<file path="src/rtl/seqdect_ctrl.sv">
// Serial pattern detector: hunts for a configurable 1..8 bit pattern on prtx.
// It pulses prtz one cycle after each match and can stop after cfg_max matches.
module seqdect_ctrl (
    input  logic       clk,
    input  logic       rst,
    input  logic       cfg_we,
    input  logic [7:0] cfg_pattern,
    input  logic [3:0] cfg_len,
    input  logic       cfg_overlap,
    input  logic [7:0] cfg_max,
    input  logic       start,
    input  logic       abort,
    input  logic       prtx,
    output logic       prtz,
    output logic       busy,
    output logic       done,
    output logic [7:0] match_cnt
);

    typedef enum logic [1:0] {StIdle, StHunt, StDone} state_e;

    state_e     state_q, state_d;
    logic [7:0] pat_q;
    logic [3:0] len_q;
    logic       ovl_q;
    logic [7:0] max_q;
    logic [7:0] win_q;
    logic [3:0] cnt_q;
    logic [7:0] mcnt_q;
    logic       prtz_q;

    logic [7:0] win_shift;
    logic [7:0] len_mask;
    logic       cnt_full;
    logic       hit;
    logic       match;
    logic [7:0] mcnt_inc;
    logic       reach_max;
    logic [3:0] len_clip;

    always_comb begin
        win_shift = {win_q[6:0], prtx};
        // len_q is always 1..8, so the shift amount stays within 0..7.
        len_mask  = 8'hFF >> (4'd8 - len_q);
        cnt_full  = ({1'b0, cnt_q} + 5'd1) >= {1'b0, len_q};
        hit       = (state_q == StHunt) && cnt_full &&
                    ((win_shift & len_mask) == (pat_q & len_mask));
        match     = hit && !abort;
        mcnt_inc  = (mcnt_q == 8'hFF) ? mcnt_q : mcnt_q + 8'd1;
        reach_max = match && (max_q != 8'd0) && (mcnt_inc == max_q);
        if (cfg_len == 4'd0) begin
            len_clip = 4'd1;
        end else if (cfg_len > 4'd8) begin
            len_clip = 4'd8;
        end else begin
            len_clip = cfg_len;
        end
    end

    always_ff @(posedge clk) begin
        if (rst) begin
            state_q <= StIdle;
        end else begin
            state_q <= state_d;
        end
    end

    always_comb begin
        state_d = state_q;
        unique case (state_q)
            StIdle, StDone: begin
                if (abort) begin
                    state_d = StIdle;
                end else if (start) begin
                    state_d = StHunt;
                end
            end
            StHunt: begin
                if (abort) begin
                    state_d = StIdle;
                end else if (reach_max) begin
                    state_d = StDone;
                end
            end
            default: state_d = StIdle;
        endcase
    end

    always_ff @(posedge clk) begin
        if (rst) begin
            pat_q  <= 8'h0A;
            len_q  <= 4'd4;
            ovl_q  <= 1'b1;
            max_q  <= 8'd0;
            win_q  <= 8'd0;
            cnt_q  <= 4'd0;
            mcnt_q <= 8'd0;
            prtz_q <= 1'b0;
        end else begin
            prtz_q <= match;
            if (state_q != StHunt) begin
                if (cfg_we) begin
                    pat_q <= cfg_pattern;
                    len_q <= len_clip;
                    ovl_q <= cfg_overlap;
                    max_q <= cfg_max;
                end
                if (start && !abort) begin
                    win_q  <= 8'd0;
                    cnt_q  <= 4'd0;
                    mcnt_q <= 8'd0;
                end
            end else if (!abort) begin
                win_q <= win_shift;
                if (match && !ovl_q) begin
                    cnt_q <= 4'd0;
                end else if (cnt_q < len_q) begin
                    cnt_q <= cnt_q + 4'd1;
                end
                if (match) begin
                    mcnt_q <= mcnt_inc;
                end
            end
        end
    end

    always_comb begin
        prtz      = prtz_q;
        busy      = (state_q == StHunt);
        done      = (state_q == StDone);
        match_cnt = mcnt_q;
    end

endmodule
</file>
<file path="config.mk">
export PLATFORM = sky130hd
export DESIGN_NAME = seqdect_ctrl
export DESIGN_NICKNAME = d
export VERILOG_FILES = /design/src/rtl/seqdect_ctrl.sv
export SDC_FILE = /design/constraint.sdc
export NUM_CORES = 1
export LEC_CHECK = 0
export ABC_AREA = 0
export CAP_MARGIN = 20
export CELL_PAD_IN_SITES_DETAIL_PLACEMENT = 2
export CELL_PAD_IN_SITES_GLOBAL_PLACEMENT = 2
export CORE_ASPECT_RATIO = 1.5
export CORE_MARGIN = 2
export CORE_UTILIZATION = 30
export DETAILED_ROUTE_END_ITERATION = 7
export PLACE_DENSITY_LB_ADDON = 0.08
export SLEW_MARGIN = 20
export SYNTH_ARGS = -nofsm -noshare
export SYNTH_HDL_FRONTEND = slang
export SYNTH_SLANG_ARGS = --single-unit
</file>
<file path="constraint.sdc">
create_clock -name clk -period 3.82 [get_ports clk]
set_input_delay 0.764 -clock clk [delete_from_list [all_inputs] [get_ports clk]]
set_output_delay 0.764 -clock clk [all_outputs]
set_load 0.01 [all_outputs]
</file>
==> results of run 1 <==
-- per-stage QoR --
| stage | instances | setup WS [ns] | util | power [W] | cell area (um^2) |
|---|---|---|---|---|---|
| 3_3_place_gp | 438 | 0.992 | 0.356 | 0.000635 | 2980 |
| 2_1_floorplan | 307 | 1.75 | - | 0.000574 | 2550 |
| 3_5_place_dp | 438 | 0.974 | 0.356 | 0.000639 | 2980 |
| 6_report | 446 | 1.30 | 0.375 | 0.00109 | 3140 |
| 5_1_grt | 446 | 1.11 | 0.375 | 0.00114 | 3140 |
| 4_1_cts | 446 | 1.28 | 0.375 | 0.00111 | 3140 |
-- cells in the mapped netlist (2+ instances only) --
| master | count | share of area |
|---|---|---|
| a21o_1 | 2 | 0.0059 |
| or2_2 | 2 | 0.0049 |
| a211oi_1 | 3 | 0.0088 |
| nor2_1 | 16 | 0.024 |
| nand4_1 | 4 | 0.0098 |
| nor4_1 | 3 | 0.0074 |
| buf_6 | 5 | 0.022 |
| buf_2 | 3 | 0.0059 |
| a41oi_1 | 2 | 0.0069 |
| o21bai_1 | 2 | 0.0059 |
| and4_4 | 2 | 0.0088 |
| a221oi_1 | 2 | 0.0069 |
| and2_1 | 4 | 0.0098 |
| a31o_2 | 3 | 0.010 |
| a21oi_1 | 32 | 0.063 |
| dfxtp_1 | 43 | 0.34 |
| mux2i_1 | 3 | 0.012 |
| ha_1 | 13 | 0.064 |
| o311a_1 | 2 | 0.0078 |
| nor3_1 | 6 | 0.012 |
| nor2b_1 | 3 | 0.0074 |
| inv_1 | 11 | 0.016 |
| nand2_1 | 50 | 0.074 |
| and3_1 | 2 | 0.0049 |
| xnor2_1 | 6 | 0.021 |
| a211o_1 | 2 | 0.0069 |
| o21ai_0 | 9 | 0.018 |
| nand2b_1 | 6 | 0.015 |
| a31oi_1 | 2 | 0.0049 |
| nand3_1 | 14 | 0.027 |
| clkbuf_1 | 7 | 0.010 |
| nand3b_1 | 5 | 0.015 |
| xor2_1 | 11 | 0.038 |
-- where the power goes --
| group | switching [W] | leakage (nW) | internal (W) |
|---|---|---|---|
| sequential | 0.0000164 | 0.351 | 0.000464 |
| combinational | 0.0000767 | 0.753 | 0.0000693 |
| clock | 0.000185 | 0.0761 | 0.000278 |
-- placed cells by master (no fill, tap or decap), types with 3 or more instances in the layout --
master	instances
nand4_1	4
nor4_1	3
buf_4	3
nand2b_1	6
a21oi_1	32
mux2i_1	3
a211oi_1	3
o21ai_0	9
inv_1	11
a31o_2	3
clkbuf_16	5
dfxtp_1	43
and2_1	4
nand3b_1	5
xor2_1	11
clkdlybuf4s50_1	37
nor3_1	6
nand3_1	14
nand2_1	50
xnor2_1	6
ha_1	13
nor2_1	16
nor2b_1	3
-- flip-flops by register name (all words and copies together), names as in the netlist --
signal	cells
max_q	8
ovl_q	1
len_q	4
prtz	1
cnt_q	4
match_cnt	8
win_q	7
pat_q	8
state_q	2
-- cell families (layout without fill, tap and decap cells) --
group                      count (synthesis)  after routing  synth area share
muxes                                      4              4            0.0176
AOI/OAI and AO/OA                         73             73             0.193
adders and majority gates                 13             13            0.0637
buffers and inverters                     27             59            0.0559
xor gates and xnor gates                  17             17            0.0583
and+or+nand+nor                          130            130             0.274
DFF                                       43             43             0.337
-- worst min path at each step --
stage                           to  cells after the start  slack (ns)
after floorplan           len_q[3]                      2        0.44
after global placement    len_q[3]                      2        0.44
after detailed placement  len_q[3]                      2        0.46
after CTS                 len_q[3]                      2        0.47
after global routing      len_q[3]                      2        0.49
final                     len_q[3]                      2        0.46
-- worst min-delay path, stage by stage (launching register included) --
cell	delay (ns)
dfxtp_1	0.31
nand2_1	0.05
a21oi_1	0.05
-- per-layer routing --
metal / track usage / vias up / part of all wire / routed length [um]
met5: 0 / - / 0 / 0
met4: 0.0667 / 0 / 0.021 / 166
met3: 0.0276 / 9 / 0.020 / 158
met2: 0.362 / 29 / 0.58 / 4620
met1: 0.193 / 1158 / 0.38 / 3060
li1: - / 1151 / - / -
-- cell type report --
cell class	count	area share
Clock inverter	1	0.00239
Inverter	11	0.0132
Multi-Input combinational cell	237	0.494
Sequential cell	43	0.274
Timing Repair Buffer	40	0.125
Tap cell	107	0.0427
Clock buffer	7	0.0486
==> metrics.txt, run 1 <==
register bit count reported by yosys 43; Cells after Synth between 300 and 400; CTS root buf clkbuf_16; core region area about 8400 um^2; Worst Tran Pin Value slightly below 0.9 ns; Rel. slew slack 0.418; fin crit share 0.660; height of the die around 120 um; final setup TNS 0 ns; vias in the first global route approximately 2500; Setup crit end kind flop; worst r2r src cnt_q[0]; clock slew at reported path FFs 0.07 ns; WL/cell 17.9 um; antenna cells 0; Final HPWL DP roughly 6200 um; Clock Skews around 0.007 ns; routed via count around 2300; TritonCTS Sinks between 40 and 50; vias per cell 5.26; Initial Utilization 0.305; Tmin final between 2 and 3 ns; initial drt markers 69; PortBufs 37; critical path type in -> reg; crit-path cells clkdlybuf4s50_1 > nand2b_1 > or2_2 > nor2b_1 > nand2_1 > mux2i_1 > a31o_2; CTS tree done; Worst setup SP type primary input; Netlist cell types 60; Largest stage delay, worst path ~0.6 ns; CP Launch Point abort; hold buffers post-CTS 0; Worst Setup EP match_cnt[1]; Area Growth Syn to Fin 22.9%; hold path start len_q[3]; drt drc 0; Max Clock Freq 0.397 GHz; drt pass-1 iters 4; CP Max Fanout 10; FF/Latch Area 861 um^2; Syn. warnings 0; outcome complete, no violations; Worst path depth 7; # rows just over 40; global-route usage over all layers 0.183; Final ANT Viol Nets 0; post-CTS sizing 0; Overflow after GRT 0; Mean Syn Cell Area 8.31 um^2; Post-synth EDFFs 0; clk_lat worst skew between 0.2 and 0.3 ns; worst min path class reg -> reg; r2r endpoint cnt_q[1]; # IOs 38; Pleak between 1 and 1.5 nW; Synth Flop Type dfxtp_1; area occupied by multi-input gates around 1500 um^2; fin nets about 380; final hold slack ~0.46 ns; # fillers around 960; Mapped Nets 347; endpoints failing setup 0; initial antenna violation count 0; die width 79.3 um; DRT Wirelength 8000 um; reg2reg path depth 8; Max-Cap Viols 0; share of layout cells above drive strength 1 0.0944; largest net degree at the start of global routing 24; RSZ-0062 raised after global routing false; Post-Syn Area about 2600 um^2; critical path arrival ~2.8 ns; Worst Path Required slightly above 4 ns; fin. max-slew vios 0; Crit path max-delay family simple AND/OR/NAND/NOR gates; asr flop ratio synth 0; slowest stage cell, crit path clkdlybuf4s50_1; Worst Path Buf+Inv 1; Power Density roughly 350 nW/um^2; H-tree levels 2; GPL Wtd Cong approximately 0.76; die area roughly 9300 um^2; final hold viol count 0; Seq/Total Area, Yosys 0.337; r2r setup slk ~1.4 ns; first-pass GRT wire length between 10000 and 15000 um; total CTS buffers 5; Post-CTS Setup Bufs 0; VDD IR max ~0.16 mV; Clock Tree Buf Depth 2
No activity file was read; power rests on OpenSTA's default activity.
==> run 2: changes to the inputs <==
Clock period 3.82 ns to 2.6 ns, I/O delays scaled along.
==> metrics.txt, run 2 (synthesis gave the netlist of run 1 again) <==
first-pass GRT wire length 13000 um (+0.80%); CTS root buf clkbuf_16; die width 79.3 um (unchanged); Final Util 0.382 (+0.00658); H-tree levels 2 (unchanged); area occupied by multi-input gates 1550 um^2 (unchanged); Max Clock Freq ~0.43 GHz; Tmin final 2.35 ns; Pleak 1.23 nW (+4.0%); WL/cell 17.4 um (-3.0%); Overflow after GRT 0 (unchanged); # IOs 38 (unchanged); fin. max-slew vios 0 (unchanged); RSZ-0062 raised after global routing false; Initial Utilization 0.305 (unchanged); largest net degree at the start of global routing 21 (-13%); # fillers 938 (-2.1%); Power Density 483 nW/um^2 (+39%); antenna cells 0 (unchanged); placed inst area 3050 um^2 (+2.5%); part of the power in the clock network 0.399 (-0.026); Int Pwr 0.00114 W (+41%); fin area 3190 um^2 (+1.8%); clk_lat worst skew 0.29 ns (about the same); initial drt markers 57 (-17%); critical path arrival 2.58 ns (-0.18 ns); Worst Path Required 2.83 ns (-1.23 ns); vias in the first global route 2514 (+1.7%); core region area 8360 um^2 (unchanged); GPL Wtd Cong 0.783 (+2.6%); Net Switching 0.000402 W (+44%); vias per cell 5.18 (-1.5%); Final ANT Viol Nets 0 (unchanged); Clock Skews 0.00427 ns (-0.00279 ns); routed via count 2364 (+0.72%); CP Max Fanout 17 (+7); fin crit share 0.903; hold buffers post-CTS 0 (unchanged); critical path type reg -> reg; Worst setup SP type flop; global-route usage over all layers 0.184 (+0.00124); Setup crit end kind flop; DRT Wirelength 7930 um (-0.83%); Area Growth Syn to Fin 25.1%; FF/Latch Area 861 um^2 (unchanged); Final HPWL DP 6250 um (+0.11%); fin nets 388 (+2.6%); VDD IR max 0.453 mV (+190%); outcome complete, no violations; PortBufs 37 (unchanged); final hold viol count 0 (unchanged); worst min path class reg -> reg; drt pass-1 iters 4 (unchanged); total CTS buffers 5 (unchanged); commonest non-fill, non-tap cell in the layout nand2_1; Worst Tran Pin Value 0.494 ns (-0.379 ns); share of layout cells above drive strength 1 0.120 (+0.0259); endpoints failing setup 0 (unchanged); final setup TNS 0 ns (unchanged); initial antenna violation count 0 (unchanged); drt drc 0 (unchanged); Clock Tree Buf Depth 2 (unchanged); CTS tree done; TritonCTS Sinks 43 (unchanged); switching share of power 0.261 (+0.00512); Post-CTS Setup Bufs 0 (unchanged); height of the die 117 um (unchanged); commonest cells after routing, fill and taps aside nand2_1, dfxtp_1, clkdlybuf4s50_1; Max-Cap Viols 0 (unchanged); die area 9280 um^2 (unchanged); # rows 41 (unchanged); register share of total power 0.457 (+0.016); Rel. slew slack 0.671 (+0.253); clock slew at reported path FFs 0.06 ns (about the same); post-CTS sizing 0 (unchanged); Logic pwr share 0.144 (+0.010)
-- run 2: cell count changes in the layout (fill, tap and decap cells not counted) --
cell	previous run	this run
buf_4	3	13
clkinvlp_4	1	0
clkbuf_8	2	0
clkinv_2	0	3
-- run 2: critical path, stage by stage, from the launching register on --
cell,delay (ns)
dfxtp_1,0.41
ha_1,0.27
ha_1,0.28
a21boi_0,0.16
o21ai_0,0.10
buf_4,0.15
a21oi_4,0.17
nand3_4,0.22
nor4b_1,0.36
a311o_1,0.15
-- run 2: cell type report --
type,instances,area share
clock inverter,3,0.00470
inverter,11,0.0129
timing repair buffer,50,0.147
tap,107,0.0419
multi-input combinational,237,0.485
sequential,43,0.270
clock buffer,5,0.0392
-- run 2: routing by layer --
metal / share of wire / GRT usage
met2: 0.57 / 0.359
met5: 0 / 0
met1: 0.39 / 0.199
met4: 0.017 / 0.0598
met3: 0.021 / 0.0314
-- run 2: final timing paths --
kind                               start           end  slack [ns]  cells after the start
worst max-delay path            cnt_q[0]  match_cnt[0]        0.25                      9
worst min-delay path            len_q[3]      len_q[3]        0.46                      2
worst max register to register  cnt_q[0]  match_cnt[0]        0.25                      9
worst min register to register  len_q[3]      len_q[3]        0.46                      2
-- run 2: stage by stage --
stage,hold slack [ns],power (W),std cells,worst slack (ns)
after global placement,0.447,0.000941,448,0.280
final,0.462,0.00154,456,0.251
after global routing,0.492,0.00163,456,0.0159
after detailed placement,0.455,0.000947,448,0.200
after floorplan,0.436,0.000844,307,0.531
after CTS,0.463,0.00157,456,0.238
-- run 2: power by group through the flow --
stage	sequential [W]	clock, W	combinational (W)
finish	0.000705	0.000616	0.000223
global placement	0.000720	0	0.000220
floorplan	0.000711	0	0.000132
detailed placement	0.000721	0	0.000226
global route	0.000709	0.000669	0.000251
CTS	0.000706	0.000637	0.000228
==> run 3: changes to the inputs <==
Settings changed: CORE_ASPECT_RATIO 1.5 to 0.8, CORE_UTILIZATION 30 to 32.
==> metrics.txt, run 3 (synthesis gave the netlist of run 1 again) <==
initial drt markers 76 (+33%); largest net degree at the start of global routing 27 (+29%); Largest stage delay, worst path 0.43 ns (+0.02 ns); share of layout cells above drive strength 1 0.116 (-0.00440); vias per cell 5.23 (+0.83%); slowest stage cell, crit path dfxtp_1; outcome complete, no violations; Max-Cap Viols 0 (unchanged); Clock Skews 0.0117 ns (+0.00742 ns); CTS root buf clkbuf_8; worst min path class reg -> reg; hold buffers post-CTS 0 (unchanged); Worst Path Buf+Inv 0 (-1); WL/cell 17.2 um (-1.4%); first-pass GRT wire length 13100 um (+0.42%); routed via count 2368 (+0.17%); Max Clock Freq 0.430 GHz (+0.96%); Clock Tree Buf Depth 2 (unchanged); CTS tree done; Crit path max-delay family compound AO/OA/AOI/OAI gates; # IOs 38 (unchanged); clk_lat worst skew 0.30 ns (about the same); H-tree levels 2 (unchanged); die width 104 um (+31%); Pleak 1.19 nW (-2.9%); antenna cells 0 (unchanged); Rel. slew slack 0.669 (-0.00187); vias in the first global route 2494 (-0.80%); fin. max-slew vios 0 (unchanged); Non-Filler Instances 453 (-0.66%); Area Growth Syn to Fin 23.3%; TritonCTS Sinks 43 (unchanged); initial antenna violation count 0 (unchanged); commonest cells after routing, fill and taps aside nand2_1, dfxtp_1, clkdlybuf4s50_1; Placed Instances 446 (-0.45%); Top cell by count, worst path ha_1; core region area 7840 um^2 (-6.3%); Final HPWL DP 5940 um (-4.9%); clock slew at reported path FFs 0.09 ns (+0.03 ns); die area 8710 um^2 (-6.1%); # rows 29 (-29%); drt pass-1 iters 4 (unchanged); Worst Path Required 2.85 ns (+0.02 ns); Final ANT Viol Nets 0 (unchanged); Overflow after GRT 0 (unchanged); VDD IR max 0.209 mV (-54%); Post-CTS Setup Bufs 0 (unchanged); DRT Wirelength 7770 um (-2.1%); critical path type reg -> reg; height of the die 83.9 um (-28%); global-route usage over all layers 0.185 (+0.00121); drt drc 0 (unchanged); Final Util 0.402 (+0.0198); CP Max Fanout 17 (unchanged); Setup crit end kind flop; RSZ-0062 raised after global routing false; Tmin final 2.33 ns (-0.0224 ns); Initial Utilization 0.326 (+0.0204); total CTS buffers 5 (unchanged); Worst Tran Pin Value 0.495 ns (+0.00178 ns); critical path arrival 2.58 ns (about the same); PortBufs 37 (unchanged); final setup TNS 0 ns (unchanged); fin crit share 0.895 (-0.00861); commonest non-fill, non-tap cell in the layout nand2_1; post-CTS sizing 0 (unchanged); GPL Wtd Cong 0.830 (+6.0%); endpoints failing setup 0 (unchanged); crit-path cells ha_1 > ha_1 > a21boi_0 > o21ai_0 > a21oi_4 > nand3_4 > nor4_1 > a311o_1; # fillers 912 (-2.8%); Power Density 461 nW/um^2 (-4.6%); final hold slack 0.474 ns (+0.0118 ns); final hold viol count 0 (unchanged); Worst setup SP type flop; fin nets 385 (-0.77%)
[run 3: cell count changes in the layout (fill, tap and decap cells not counted)]
cell,previous run,this run
nor4b_2,1,2
clkinvlp_4,0,1
bufinv_16,0,1
nor4b_1,1,0
o21bai_2,0,1
buf_4,13,10
clkbuf_8,0,5
clkbuf_16,5,0
o21bai_1,2,1
clkinv_2,3,0
[run 3: tightest hold or removal path: cells and delay by family (launching register included)]
| family | cells | cell delay, ns |
|---|---|---|
| compound gates | 1 | 0.06 |
| flops | 1 | 0.32 |
| simple gates | 1 | 0.05 |
[run 3: worst paths after layout]
check	endpoint	cells after the start	startpoint	slack (ns)
setup reg to reg	match_cnt[0]	8	cnt_q[0]	0.27
hold / removal	len_q[3]	2	len_q[3]	0.47
setup / recovery	match_cnt[0]	8	cnt_q[0]	0.27
hold reg to reg	len_q[3]	2	len_q[3]	0.47
[run 3: power breakdown]
part / internal (W) / leakage, nW / total, W / switching [W]
Clock: 0.000281 / 0.0502 / 0.000528 / 0.000246
Combinational: 0.000106 / 0.791 / 0.000220 / 0.000114
Sequential: 0.000681 / 0.351 / 0.000704 / 0.0000227
[run 3: layer usage]
metal	GRT usage	routed length, um
met4	0.0405	61
met1	0.266	4170
met2	0.293	3300
met3	0.0289	232
met5	0	0
[run 3: layout make-up]
cell class | instances | area, um^2 | share of cell area
clock inverters | 2 | 37.5 | 0.0119
flip-flops and latches | 43 | 861 | 0.273
inverters | 11 | 41.3 | 0.0131
repair buffers | 47 | 445 | 0.141
multi-input cells | 237 | 1560 | 0.495
clock buffers | 5 | 68.8 | 0.0219
well taps | 108 | 135 | 0.0429
[run 3: through the flow]
| step | cell area [um^2] | power (W) | setup slack, ns |
|---|---|---|---|
| floorplan | 2550 | 0.000844 | 0.531 |
| global placement | 3030 | 0.000932 | 0.317 |
| detailed placement | 3030 | 0.000940 | 0.229 |
| CTS | 3140 | 0.00146 | 0.220 |
| global route | 3150 | 0.00152 | 0.0235 |
| finish | 3150 | 0.00145 | 0.274 |
